===== src/rtl/mem_port_arbiter_if.sv =====
// Bundle of the fetch, data and memory-side signals around mem_port_arbiter.
// slave = the arbiter itself; master = the requesters and memory around it.
interface mem_port_arbiter_if #(
  parameter int AW = 32,
  parameter int DW = 32
);
  // Handshake: a requester raises *_req with stable addr/data and holds it
  // until *_gnt or *_done; *_gnt and *_done are single-cycle pulses, *_err
  // qualifies *_done, and *_rdata holds its value until the next read done.
  logic          if_req;
  logic [AW-1:0] if_addr;
  logic          if_gnt;
  logic          if_done;
  logic          if_err;
  logic [DW-1:0] if_rdata;

  logic          d_req;
  logic          d_we;
  logic [AW-1:0] d_addr;
  logic [DW-1:0] d_wdata;
  logic          d_gnt;
  logic          d_done;
  logic          d_err;
  logic [DW-1:0] d_rdata;

  logic          mem_en;
  logic          mem_we;
  logic [AW-1:0] mem_addr;
  logic [DW-1:0] mem_wdata;
  logic [DW-1:0] mem_rdata;

  logic          busy;
  logic          owner;

  modport slave (
    input  if_req, if_addr, d_req, d_we, d_addr, d_wdata, mem_rdata,
    output if_gnt, if_done, if_err, if_rdata,
    output d_gnt, d_done, d_err, d_rdata,
    output mem_en, mem_we, mem_addr, mem_wdata, busy, owner
  );

  modport master (
    output if_req, if_addr, d_req, d_we, d_addr, d_wdata, mem_rdata,
    input  if_gnt, if_done, if_err, if_rdata,
    input  d_gnt, d_done, d_err, d_rdata,
    input  mem_en, mem_we, mem_addr, mem_wdata, busy, owner
  );
endinterface


===== src/rtl/mem_port_arbiter.sv =====
// Round-robin arbiter sharing one fixed-latency memory port between the
// instruction-fetch path and the load/store path, with misalignment errors.
module mem_port_arbiter #(
  parameter int AW      = 32,
  parameter int DW      = 32,
  parameter int MEM_LAT = 1
) (
  input  logic                clk,
  input  logic                reset,
  mem_port_arbiter_if.slave   bus,
  output logic [1:0]          state_dbg
);

  typedef enum logic [1:0] {IDLE = 2'd0, BUSY = 2'd1, DONE = 2'd2, ERR = 2'd3} state_t;

  localparam int CW = $clog2(MEM_LAT + 1);
  localparam logic [CW-1:0] CNT_LAST = CW'(MEM_LAT - 1);

  state_t        state;
  logic [CW-1:0] cnt;
  logic          owner_q;
  logic          win_q;
  logic          we_q;
  logic [AW-1:0] addr_q;
  logic [DW-1:0] wdata_q;
  logic          mem_en_q, mem_we_q, busy_q;
  logic          if_gnt_q, if_done_q, if_err_q;
  logic          d_gnt_q, d_done_q, d_err_q;
  logic [DW-1:0] if_rdata_q, d_rdata_q;

  logic          any_req;
  logic          pick;
  logic [AW-1:0] sel_addr;

  // On a tie the requester that was not served last wins (0=fetch, 1=data).
  always_comb begin
    any_req  = bus.if_req | bus.d_req;
    pick     = 1'b0;
    if (bus.if_req && bus.d_req) pick = ~owner_q;
    else if (bus.d_req)          pick = 1'b1;
    sel_addr = pick ? bus.d_addr : bus.if_addr;
  end

  always_ff @(posedge clk or posedge reset) begin
    if (reset) begin
      state      <= IDLE;
      cnt        <= '0;
      owner_q    <= 1'b1;
      win_q      <= 1'b0;
      we_q       <= 1'b0;
      addr_q     <= '0;
      wdata_q    <= '0;
      mem_en_q   <= 1'b0;
      mem_we_q   <= 1'b0;
      busy_q     <= 1'b0;
      if_gnt_q   <= 1'b0;
      if_done_q  <= 1'b0;
      if_err_q   <= 1'b0;
      d_gnt_q    <= 1'b0;
      d_done_q   <= 1'b0;
      d_err_q    <= 1'b0;
      if_rdata_q <= '0;
      d_rdata_q  <= '0;
    end else begin
      if_gnt_q  <= 1'b0;
      if_done_q <= 1'b0;
      if_err_q  <= 1'b0;
      d_gnt_q   <= 1'b0;
      d_done_q  <= 1'b0;
      d_err_q   <= 1'b0;
      mem_we_q  <= 1'b0;
      case (state)
        IDLE: begin
          if (any_req) begin
            owner_q  <= pick;
            win_q    <= pick;
            busy_q   <= 1'b1;
            if_gnt_q <= ~pick;
            d_gnt_q  <= pick;
            if (sel_addr[1:0] != 2'b00) begin
              state     <= ERR;
              if_done_q <= ~pick;
              if_err_q  <= ~pick;
              d_done_q  <= pick;
              d_err_q   <= pick;
            end else begin
              state    <= BUSY;
              cnt      <= '0;
              addr_q   <= sel_addr;
              wdata_q  <= bus.d_wdata;
              we_q     <= pick & bus.d_we;
              mem_en_q <= 1'b1;
              // Write strobe only in the first BUSY cycle: one write per store.
              mem_we_q <= pick & bus.d_we;
            end
          end
        end
        BUSY: begin
          if (cnt == CNT_LAST) begin
            state     <= DONE;
            mem_en_q  <= 1'b0;
            if_done_q <= ~win_q;
            d_done_q  <= win_q;
          end else if (cnt != '1) begin
            cnt <= cnt + CW'(1);
          end
        end
        DONE: begin
          state  <= IDLE;
          busy_q <= 1'b0;
          if (!we_q) begin
            if (win_q) d_rdata_q  <= bus.mem_rdata;
            else       if_rdata_q <= bus.mem_rdata;
          end
        end
        ERR: begin
          state  <= IDLE;
          busy_q <= 1'b0;
        end
        default: state <= IDLE;
      endcase
    end
  end

  assign bus.if_gnt    = if_gnt_q;
  assign bus.if_done   = if_done_q;
  assign bus.if_err    = if_err_q;
  assign bus.if_rdata  = if_rdata_q;
  assign bus.d_gnt     = d_gnt_q;
  assign bus.d_done    = d_done_q;
  assign bus.d_err     = d_err_q;
  assign bus.d_rdata   = d_rdata_q;
  assign bus.mem_en    = mem_en_q;
  assign bus.mem_we    = mem_we_q;
  assign bus.mem_addr  = addr_q;
  assign bus.mem_wdata = wdata_q;
  assign bus.busy      = busy_q;
  assign bus.owner     = owner_q;
  assign state_dbg     = state;

endmodule


===== src/flat_wrapper.sv =====
// flat-port wrapper written by rule: the top's interface ports become plain ports
module mem_port_arbiter_flat 
#(
  parameter int AW      = 32,
  parameter int DW      = 32,
  parameter int MEM_LAT = 1
)
  (clk, reset, state_dbg, bus_if_req, bus_if_addr, bus_d_req, bus_d_we, bus_d_addr, bus_d_wdata, bus_mem_rdata, bus_if_gnt, bus_if_done, bus_if_err, bus_if_rdata, bus_d_gnt, bus_d_done, bus_d_err, bus_d_rdata, bus_mem_en, bus_mem_we, bus_mem_addr, bus_mem_wdata, bus_busy, bus_owner);
  mem_port_arbiter_if #(.AW(AW), .DW(DW)) bus_i ();
  input  logic clk;
  input  logic reset;
  output logic [1:0] state_dbg;
  input wire logic [$bits(bus_i.if_req)-1:0] bus_if_req;
  input wire logic [$bits(bus_i.if_addr)-1:0] bus_if_addr;
  input wire logic [$bits(bus_i.d_req)-1:0] bus_d_req;
  input wire logic [$bits(bus_i.d_we)-1:0] bus_d_we;
  input wire logic [$bits(bus_i.d_addr)-1:0] bus_d_addr;
  input wire logic [$bits(bus_i.d_wdata)-1:0] bus_d_wdata;
  input wire logic [$bits(bus_i.mem_rdata)-1:0] bus_mem_rdata;
  output wire logic [$bits(bus_i.if_gnt)-1:0] bus_if_gnt;
  output wire logic [$bits(bus_i.if_done)-1:0] bus_if_done;
  output wire logic [$bits(bus_i.if_err)-1:0] bus_if_err;
  output wire logic [$bits(bus_i.if_rdata)-1:0] bus_if_rdata;
  output wire logic [$bits(bus_i.d_gnt)-1:0] bus_d_gnt;
  output wire logic [$bits(bus_i.d_done)-1:0] bus_d_done;
  output wire logic [$bits(bus_i.d_err)-1:0] bus_d_err;
  output wire logic [$bits(bus_i.d_rdata)-1:0] bus_d_rdata;
  output wire logic [$bits(bus_i.mem_en)-1:0] bus_mem_en;
  output wire logic [$bits(bus_i.mem_we)-1:0] bus_mem_we;
  output wire logic [$bits(bus_i.mem_addr)-1:0] bus_mem_addr;
  output wire logic [$bits(bus_i.mem_wdata)-1:0] bus_mem_wdata;
  output wire logic [$bits(bus_i.busy)-1:0] bus_busy;
  output wire logic [$bits(bus_i.owner)-1:0] bus_owner;
  assign bus_i.if_req = bus_if_req;
  assign bus_i.if_addr = bus_if_addr;
  assign bus_i.d_req = bus_d_req;
  assign bus_i.d_we = bus_d_we;
  assign bus_i.d_addr = bus_d_addr;
  assign bus_i.d_wdata = bus_d_wdata;
  assign bus_i.mem_rdata = bus_mem_rdata;
  assign bus_if_gnt = bus_i.if_gnt;
  assign bus_if_done = bus_i.if_done;
  assign bus_if_err = bus_i.if_err;
  assign bus_if_rdata = bus_i.if_rdata;
  assign bus_d_gnt = bus_i.d_gnt;
  assign bus_d_done = bus_i.d_done;
  assign bus_d_err = bus_i.d_err;
  assign bus_d_rdata = bus_i.d_rdata;
  assign bus_mem_en = bus_i.mem_en;
  assign bus_mem_we = bus_i.mem_we;
  assign bus_mem_addr = bus_i.mem_addr;
  assign bus_mem_wdata = bus_i.mem_wdata;
  assign bus_busy = bus_i.busy;
  assign bus_owner = bus_i.owner;
  mem_port_arbiter #(.AW(AW), .DW(DW), .MEM_LAT(MEM_LAT)) u_core (.clk(clk), .reset(reset), .bus(bus_i), .state_dbg(state_dbg));
endmodule

===== config.mk =====
export PLATFORM = sky130hd
export DESIGN_NAME = mem_port_arbiter_flat
export DESIGN_NICKNAME = d
export VERILOG_FILES = /design/src/rtl/mem_port_arbiter_if.sv /design/src/rtl/mem_port_arbiter.sv /design/src/flat_wrapper.sv
export SDC_FILE = /design/constraint.sdc
export NUM_CORES = 1
export LEC_CHECK = 0
export CAP_MARGIN = 20
export CORE_MARGIN = 2
export CORE_UTILIZATION = 44
export DETAILED_ROUTE_END_ITERATION = 16
export GPL_TIMING_DRIVEN = 0
export PLACE_DENSITY = 0.85
export SLEW_MARGIN = 20
export SYNTH_ARGS = -nofsm -noshare
export SYNTH_HDL_FRONTEND = slang
export SYNTH_SLANG_ARGS = --single-unit
export TNS_END_PERCENT = 30

===== constraint.sdc =====
create_clock -name clk -period 11 [get_ports clk]
set_input_delay 3.3 -clock clk [delete_from_list [all_inputs] [get_ports clk]]
set_output_delay 3.3 -clock clk [all_outputs]
set_load 0.02 [all_outputs]

== Word-level counts from Yosys, hierarchy flattened ==
Index checks and enable logic that the tools add are counted.

* Input port bits: 133
* Word-level logic and storage cells: 79
* Output and inout port bits: 140
* Flip-flop bits (word level): 143

* Bitwise gates (word level): 7
* Multiplexer cells: 34
* Equal/unequal tests: 6
* Reduce and logical (&&, ||, !) cells: 14

{| class="wikitable"
|+ Operators by type and width
! cell !! number
|-
| $mux W32 || 1
|-
| $mux W1 || 24
|-
| $reduce_and A3 Y1 || 4
|-
| $pmux W1 S2 || 5
|-
| $mux W2 || 3
|-
| $pmux W2 S3 || 1
|-
| $reduce_and A2 Y1 || 3
|-
| $reduce_bool A2 Y1 || 3
|-
| $not A1 Y1 || 5
|-
| $eq A2 B2 Y1 const B || 2
|-
| $ne A2 B2 Y1 const B || 2
|-
| $reduce_and A4 Y1 || 1
|-
| $eq A2 B1 Y1 const B || 1
|-
| $logic_not A2 Y1 || 1
|-
| $ne A2 B1 Y1 const B || 1
|-
| $reduce_or A2 Y1 || 1
|-
| $and A1 B1 Y1 || 1
|-
| $logic_and A1 B1 Y1 || 1
|-
| $or A1 B1 Y1 || 1
|}

== Logic depth before layout (Yosys ltp) ==
Gate-level depths: netlist (run 1).

* Word-level depth: 7
* Mapped depth: 6
* Gate-level depth less buffers: 5

== Least setup slack after synthesis (run 1) ==
No wires, ideal clock.

* Kind: input port to flip-flop
* Start point: input port bus_d_req
* End point: register u_core.wdata_q[29] (netlist: u_core.bus.mem_wdata[29])
* Stages: 6
* Setup time: 0.125 ns
* Arrival time: 4.595 ns
* Path buffers: 2
* Slack: 6.280 ns
* Required time: 10.875 ns
* Cell sequence: a21bo_2 > buf_6 > mux2i_4 > nor2_4 > buf_6 > mux2_2

* Longest elaborated chain between the ends: 6

{| class="wikitable"
|+ RTL lines
! element !! line !! text
|-
| from (decl) || flat_wrapper.sv:15 || <nowiki>input wire logic [$bits(bus_i.d_req)-1:0] bus_d_req;</nowiki>
|-
| $mux W1 / $logic_and A1 B1 Y1 (equally long branches) || mem_port_arbiter.sv:40, mem_port_arbiter.sv:39 ||
|-
| $mux W1 || mem_port_arbiter.sv:39 || <nowiki>if (bus.if_req && bus.d_req) pick = ~owner_q;</nowiki>
|-
| $mux W32 || mem_port_arbiter.sv:41 || <nowiki>sel_addr = pick ? bus.d_addr : bus.if_addr;</nowiki>
|-
| $reduce_bool A2 Y1 || mem_port_arbiter.sv:80 || <nowiki>if (sel_addr[1:0] != 2'b00) begin</nowiki>
|-
| $not A1 Y1 (no source line) || -- ||
|-
| $reduce_and A3 Y1 (no source line) (*) || -- ||
|-
| to (signal assigned) || mem_port_arbiter.sv:90 || <nowiki>wdata_q <= bus.d_wdata;</nowiki>
|-
| to (decl) || mem_port_arbiter.sv:25 || <nowiki>logic [DW-1:0] wdata_q;</nowiki>
|}

Mark *: on every way between the ends. The rest lies on a longest branch, timed or not.
A chain may end at the register's enable or synchronous reset.

== Final worst setup path (run 1) ==
* Start point: input port bus_d_req
* End point: register u_core.addr_q[13] (netlist: u_core.bus.mem_addr[13])

* Longest elaborated chain between the ends: 6

{| class="wikitable"
|+ RTL lines
! element !! line !! text
|-
| $mux W1 / $logic_and A1 B1 Y1 (equally long branches) || mem_port_arbiter.sv:40, mem_port_arbiter.sv:39 ||
|-
| $mux W1 || mem_port_arbiter.sv:39 ||
|-
| $mux W32 || mem_port_arbiter.sv:41 ||
|-
| $reduce_bool A2 Y1 || mem_port_arbiter.sv:80 ||
|-
| $not A1 Y1 (no source line) || -- ||
|-
| $reduce_and A3 Y1 (no source line) || -- ||
|-
| to (signal assigned) || mem_port_arbiter.sv:89 || <nowiki>addr_q <= sel_addr;</nowiki>
|-
| to (decl) || mem_port_arbiter.sv:24 || <nowiki>logic [AW-1:0] addr_q;</nowiki>
|}

Parallel ways exist; a longest one is shown, timed or not.

==> results.md, run 1 <==
* Final GP Congestion at 0.885
* Htree depth at 4
* Initial Util at 45.4%
* WS Path Type: in -> reg
* Critical path, cell by cell: clkdlybuf4s50_1 > a21bo_2 > buf_6 > mux2i_4 > nor2_4 > buf_6 > mux2_2
* WHS Endpoint: u_core.bus.if_rdata[17]
* Worst Setup SP: bus_d_req
* Worst-path clk slew at 0.06 ns
* RR Startpoint: u_core.state_dbg[1]
* Total track usage at 23.2%
* Most frequent cells in the layout: clkdlybuf4s50_1 (272), dfrtp_1 (141), mux2_2 (120)
* WP data required at 11.29 ns
* Die width at 118 um
* Synth cell types at 30
* # DRC at 0
* CTS sink count at 142
* CTS buffer count at 17
* Cell Area, Placed at 8720 sq um
* Fin nets at 846
* Initial DRC count at 214
* Design Area, Final at 9320 sq um
* Net Count, Synth at 554
* Worst endpoint data arrival time at 5.35 ns
* Final non-filler cell total at 898
* Fin Hold WS at 0.504 ns
* Setup crit end kind: flip-flop
* Yosys top cell area share at 61.4%
* Hold Path Origin: u_core.bus.if_rdata[17]
* Share of cells above drive strength 1 at 24.8%
* Worst path slowest cell: clkdlybuf4s50_1
* Outcome: completed
* Worst hold stages at 1
* Part of the Yosys area used for sequential elements at 61.9%
* Grt ovf at 0
* Hold_buf cts at 0
* Max rail drop VDD at 0.188 mV
* Root Buffer: clkbuf_16
* FMAX at 198 MHz
* Fin. Hold Viols at 0
* Synth Instances at 421
* Clk_lat worst skew at 0.41 ns
* Fin util at 73.5%
* Core outline area at 12700 sq um
* PortBufs at 272
* Vias in the first global route at 4825
* Syn_area_per_cell at 13.7 sq um
* Post-synth top area cell: dfrtp_1
* CP peak stage delay at 0.55 ns
* Final setup fails at 0
* Largest net degree at the start of global routing at 73
* Yosys Warn Count at 0
* Total Wirelength at 16000 um
* First-pass GRT wire length at 25300 um
* Slew headroom at 59.0%
* Area growth, synth to finish at 62.1%
* Num rows at 41
* Filler cell count in the final layout at 877
* Die span in y at 118 um
* Register area at 3550 sq um
* Post-Syn Area at 5750 sq um
* HPWL Detailed at 12100 um
* Class of the worst hold path: reg -> reg
* Max Transition Viols Final at 0
* Synth area leaders: dfrtp_1 (61%), mux2_2 (24%), nand2_1 (6.0%)
* First drt pass iteration count at 5
* Postcts setup bufs at 0
* Multi-input gate area in the final layout at 2030 sq um
* DP Cell Count at 866
* Worst setup SP type: primary input
* Final ANT Viol Nets at 0
* Max-Cap Viols at 0
* Vias after detailed routing at 4380
* Min cycle time layout at 5.06 ns
* Clk_skew at 0.00511 ns
* Flop2flop setup slack at 8.91 ns
* Setup TNS at 0 ns
* Initial antenna violation count at 0
* Via/cell ratio at 4.88
* Reg2reg path depth at 5
* Wire per inst at 17.8 um
* CTS tree: built
* Commonest non-fill, non-tap cell in the layout: clkdlybuf4s50_1
* Crit share post-route at 46.0%
* Least-Margin Pin Slew at 0.610 ns
* Pleak at 4.04 nW
* IO Count at 273
* Post-synthesis register bit count at 142
* Max FO, Critical Path at 10
* RSZ-0062 raised after global routing: no
* FF-to-FF End: u_core.bus.d_rdata[5]
* Clock Path Buffers at 2
* Power Density at 307 nW/um^2
* Resize count post-CTS at 0
* Ant diodes at 0
* Most common cell on crit path: buf_6
* Die ar. at 14000 sq um
[through the flow]
stage	worst slack, ns	power, mW
floorplan	3.89	1.61
global placement	2.23	2.25
detailed placement	5.50	2.30
CTS	5.94	2.89
global route	5.85	2.99
finish	5.94	2.86
[kinds of logic after synthesis]
kind of cell	Yosys count	synth area share (%)
AO/OA/AOI/OAI	15	1.72
buffers and inverters	25	2.83
AND/OR/NAND/NOR	112	8.19
flip-flops	142	61.9
multiplexers	127	25.4
[critical path: cells and delay by family]
kind,cells,cell delay (ns)
simple gates,1,0.34
mux,2,0.55
compound gates,1,0.25
buf+inv,3,0.91
[power breakdown]
| group | total [mW] | internal [mW] | switching (mW) |
|---|---|---|---|
| logic | 1.36 | 0.724 | 0.640 |
| clock network | 0.576 | 0.365 | 0.212 |
| registers | 0.920 | 0.782 | 0.138 |
[worst max path at each step]
stage	end	slack [ns]	depth (start not counted)
2_1_floorplan	u_core.bus.busy	3.89	1
3_3_place_gp	u_core.bus.mem_wdata[29]	2.23	2
3_5_place_dp	u_core.bus.mem_addr[13]	5.50	7
4_1_cts	u_core.bus.mem_wdata[29]	5.94	7
5_1_grt	u_core.bus.mem_wdata[6]	5.85	7
6_report	u_core.bus.mem_addr[13]	5.94	7
[metal layers]
layer | part of all wire, % | global-route usage [%] | vias to the layer above
met1 | 36 | 24.3 | 2133
met3 | 8.0 | 8.40 | 37
met4 | 3.0 | 10.0 | 0
li1 | - | - | 2019
met2 | 53 | 41.7 | 191
met5 | 0 | 0 | -
[area by class of cell]
cell class | count | area share [%]
clock buffers | 19 | 4.86
flip-flops and latches | 142 | 38.1
repair buffers | 273 | 29.5
multi-input cells | 254 | 21.8
clock inverters | 13 | 1.56
inverters | 4 | 0.242
well taps | 172 | 2.31
plain buffers | 21 | 1.58
[flip-flops by register name (all words and copies together) (netlist names)]
register,cells
u_core.bus.owner,1
u_core.bus.mem_en,1
u_core.state_dbg,2
u_core.bus.if_done,1
u_core.bus.if_gnt,1
u_core.bus.d_rdata,32
u_core.we_q,1
u_core.bus.mem_we,1
u_core.bus.mem_addr,32
u_core.bus.if_rdata,32
u_core.bus.d_gnt,1
u_core.bus.if_err,1
u_core.win_q,1
u_core.bus.mem_wdata,32
u_core.bus.busy,1
u_core.bus.d_err,1
u_core.bus.d_done,1
[synth_stat cells]
cell type / count
nor2_1: 8
dfstp_2: 1
nand2b_1: 1
mux2i_4: 1
nand2_1: 92
mux2_2: 120
mux2_1: 1
o21ai_2: 1
or3_1: 2
clkbuf_1: 7
a31oi_1: 1
nor4b_2: 1
buf_6: 7
nor2b_1: 2
nor4_1: 1
nor4_2: 1
a21bo_2: 1
a2bb2oi_1: 1
mux2_4: 5
a21boi_0: 1
inv_1: 4
dfrtp_1: 141
nand4b_1: 1
nor2_4: 1
a21o_1: 3
buf_2: 4
buf_4: 3
nor3_1: 2
a21oi_1: 5
o21ai_0: 2
No activity file was read; power rests on OpenSTA's default activity.
==> inputs of run 2 (changes only) <==
--- a/config.mk
+++ b/config.mk
@@ -7,10 +7,10 @@
 export LEC_CHECK = 0
 export CAP_MARGIN = 20
 export CORE_MARGIN = 2
-export CORE_UTILIZATION = 44
+export CORE_UTILIZATION = 41
 export DETAILED_ROUTE_END_ITERATION = 16
 export GPL_TIMING_DRIVEN = 0
-export PLACE_DENSITY = 0.85
+export PLACE_DENSITY = 0.8
 export SLEW_MARGIN = 20
 export SYNTH_ARGS = -nofsm -noshare
 export SYNTH_HDL_FRONTEND = slang
==> constraint.sdc (replaced) <==
create_clock -name clk -period 4.8 [get_ports clk]
set_input_delay 1.44 -clock clk [delete_from_list [all_inputs] [get_ports clk]]
set_output_delay 1.44 -clock clk [all_outputs]
set_load 0.02 [all_outputs]
==> run 2 against run 1 <==
  * Critical path depth is the same
  * Sequential power increased by 130%
  * Largest cell class unchanged
  * Non-clock buffer count is 3 higher
  * Total power is 130% higher
  * Clock power is 140% higher
  * First-iteration DRC count shrank 48%
  * Register-to-register slack got worse by 6.3 ns
  * Clock skew is 0.0029 ns higher
  * Highest routed layer unchanged
  * Core utilization down 5.2 points
  * Count of clock-buffer cells in the layout increased by 2
  * Flip-flop and latch count did not move
==> results.md, run 2 (synthesis results as in run 1) <==
* Flop2flop setup slack at 2.60 ns (-6.31 ns)
* Least-Margin Pin Slew at 0.832 ns (+0.222 ns)
* Final GP Congestion at 0.749 (-15%)
* Filler cell count in the final layout at 1006 (+15%)
* HPWL Detailed at 12300 um (+1.4%)
* Worst endpoint data arrival time at 3.54 ns (-1.81 ns)
* Resize count post-CTS at 0 (unchanged)
* Initial DRC count at 111 (-48%)
* Final worst slack at 1.56 ns (-4.38 ns)
* Clk_lat worst skew at 0.42 ns (about the same)
* CTS tree: built
* Ant diodes at 0 (unchanged)
* Root Buffer: clkbuf_16
* Critical path, cell by cell: clkdlybuf4s50_1 > a21bo_2 > buf_6 > mux2i_4 > nor2_4 > buf_6 > mux2_2
* Max-Cap Viols at 0 (unchanged)
* Vias in the first global route at 4738 (-1.8%)
* Clk_skew at 0.00799 ns (+0.00289 ns)
* Reg2reg path depth at 5 (unchanged)
* # DRC at 0 (unchanged)
* Hold Path Origin: u_core.bus.if_rdata[4]
* Setup WS pre-CTS at 1.13 ns (-4.38 ns)
* PortBufs at 272 (unchanged)
* WP data required at 5.10 ns (-6.19 ns)
* Die ar. at 15000 sq um (+7.1%)
* Share of cells above drive strength 1 at 24.6% (-0.24 points)
* Power Density at 705 nW/um^2 (+130%)
* Initial Util at 41.7% (-3.6 points)
* Max rail drop VDD at 0.451 mV (+140%)
* Max FO, Critical Path at 10 (unchanged)
* Vias after detailed routing at 4371 (-0.21%)
* Via/cell ratio at 4.81 (-1.4%)
* Worst hold stages at 1 (unchanged)
* Postcts setup bufs at 0 (unchanged)
* Pleak at 4.07 nW (+0.73%)
* Max Transition Viols Final at 0 (unchanged)
* Grt ovf at 0 (unchanged)
* Die span in y at 122 um (+3.5%)
* Fin nets at 849 (+0.35%)
* Area growth, synth to finish at 63.9%
* Fin. Hold Viols at 0 (unchanged)
* Setup crit end kind: flip-flop
* Class of the worst hold path: reg -> reg
* CTS buffer count at 17 (unchanged)
* FF-to-FF End: u_core.bus.if_rdata[6]
* Outcome: completed
* FMAX at 309 MHz
* Crit share post-route at 67.5%
* Total Wirelength at 16000 um (+0.41%)
* IO Count at 273 (unchanged)
* Hold_buf cts at 0 (unchanged)
* Most frequent cells in the layout: clkdlybuf4s50_1 (272), dfrtp_1 (141), mux2_2 (120)
* Most common cell on crit path: buf_6
* Initial antenna violation count at 0 (unchanged)
* WHS Endpoint: u_core.bus.if_rdata[4]
* Wire per inst at 17.7 um (-0.80%)
* Final ANT Viol Nets at 0 (unchanged)
* First-pass GRT wire length at 24400 um (-3.3%)
* Slew headroom at 44.1% (-15 points)
* Setup TNS at 0 ns (unchanged)
* Multi-input gate area in the final layout at 2030 sq um (unchanged)
* Worst-path clk slew at 0.06 ns (about the same)
* Register area at 3550 sq um (unchanged)
* RR Startpoint: u_core.state_dbg[1]
* Clock Path Buffers at 2 (unchanged)
* Worst setup SP type: primary input
* Num rows at 43 (+4.9%)
* First drt pass iteration count at 4 (-1)
* Largest net degree at the start of global routing at 36 (-51%)
* Htree depth at 4 (unchanged)
* Core outline area at 13800 sq um (+8.7%)
* Final setup fails at 0 (unchanged)
* Worst path slowest cell: clkdlybuf4s50_1
* CTS sink count at 142 (unchanged)
* Total track usage at 21.8% (-1.4 points)
* Die width at 122 um (+3.5%)
* WS Path Type: in -> reg
* RSZ-0062 raised after global routing: no
* CP peak stage delay at 0.56 ns (about the same)
* Min cycle time layout at 3.24 ns
* Commonest non-fill, non-tap cell in the layout: clkdlybuf4s50_1
run 2: cell count changes in the layout (fill, tap and decap cells not counted), sizes merged:
cell / before / now
clkbuf: 26 / 28
clkinv: 8 / 5
inv: 4 / 3
buf: 15 / 18
bufinv: 3 / 5
run 2: worst max-delay path, delay by kind of cell:
kind	cells	cell delay, ns
compound gates	1	0.25
buf+inv	3	0.93
mux	2	0.55
simple gates	1	0.35
run 2: report_power, final:
| group | switching (mW) | leakage (nW) | internal [mW] |
|---|---|---|---|
| combinational | 1.46 | 2.05 | 1.66 |
| sequential | 0.311 | 1.72 | 1.79 |
| clock | 0.485 | 0.305 | 0.920 |
run 2: worst max-delay path by stage:
stage	from	cells after the start	slack, ns	end
6_report	bus_d_req	7	1.56	u_core.bus.mem_wdata[31]
3_3_place_gp	reset	2	0.44	u_core.bus.mem_addr[14]
3_5_place_dp	bus_d_req	7	1.13	u_core.bus.mem_wdata[31]
2_1_floorplan	reset	1	1.58	u_core.bus.busy
4_1_cts	bus_d_req	7	1.55	u_core.bus.mem_wdata[31]
5_1_grt	bus_d_req	7	1.52	u_core.bus.mem_wdata[31]
run 2: area by class of cell:
cell class / instances / area share, %
Buffer: 21 / 1.57
Clock buffer: 21 / 4.68
Clock inverter: 11 / 2.02
Inverter: 4 / 0.199
Multi-Input combinational cell: 254 / 21.6
Sequential cell: 142 / 37.7
Tap cell: 180 / 2.39
Timing Repair Buffer: 276 / 29.8
run 2: metrics by stage:
step | hold WS (ns) | std cells | instance area [sq um] | total power, mW | util [%]
2_1_floorplan | 0.518 | 421 | 5750 | 3.69 | -
3_3_place_gp | 0.469 | 873 | 8700 | 5.17 | 63.2
3_5_place_dp | 0.481 | 877 | 8790 | 5.26 | 63.8
4_1_cts | 0.494 | 909 | 9420 | 6.71 | 68.4
5_1_grt | 0.512 | 909 | 9420 | 6.99 | 68.4
6_report | 0.493 | 909 | 9420 | 6.64 | 68.4
run 2: layer usage:
| metal | wire length, um | track usage, % | part of all wire [%] | up-vias |
|---|---|---|---|---|
| li1 | - | - | - | 2021 |
| met1 | 5720 | 22.0 | 36 | 2122 |
| met2 | 8060 | 37.8 | 50 | 197 |
| met3 | 1850 | 11.2 | 12 | 31 |
| met4 | 414 | 9.05 | 2.6 | 0 |
| met5 | 0 | 0 | 0 | - |
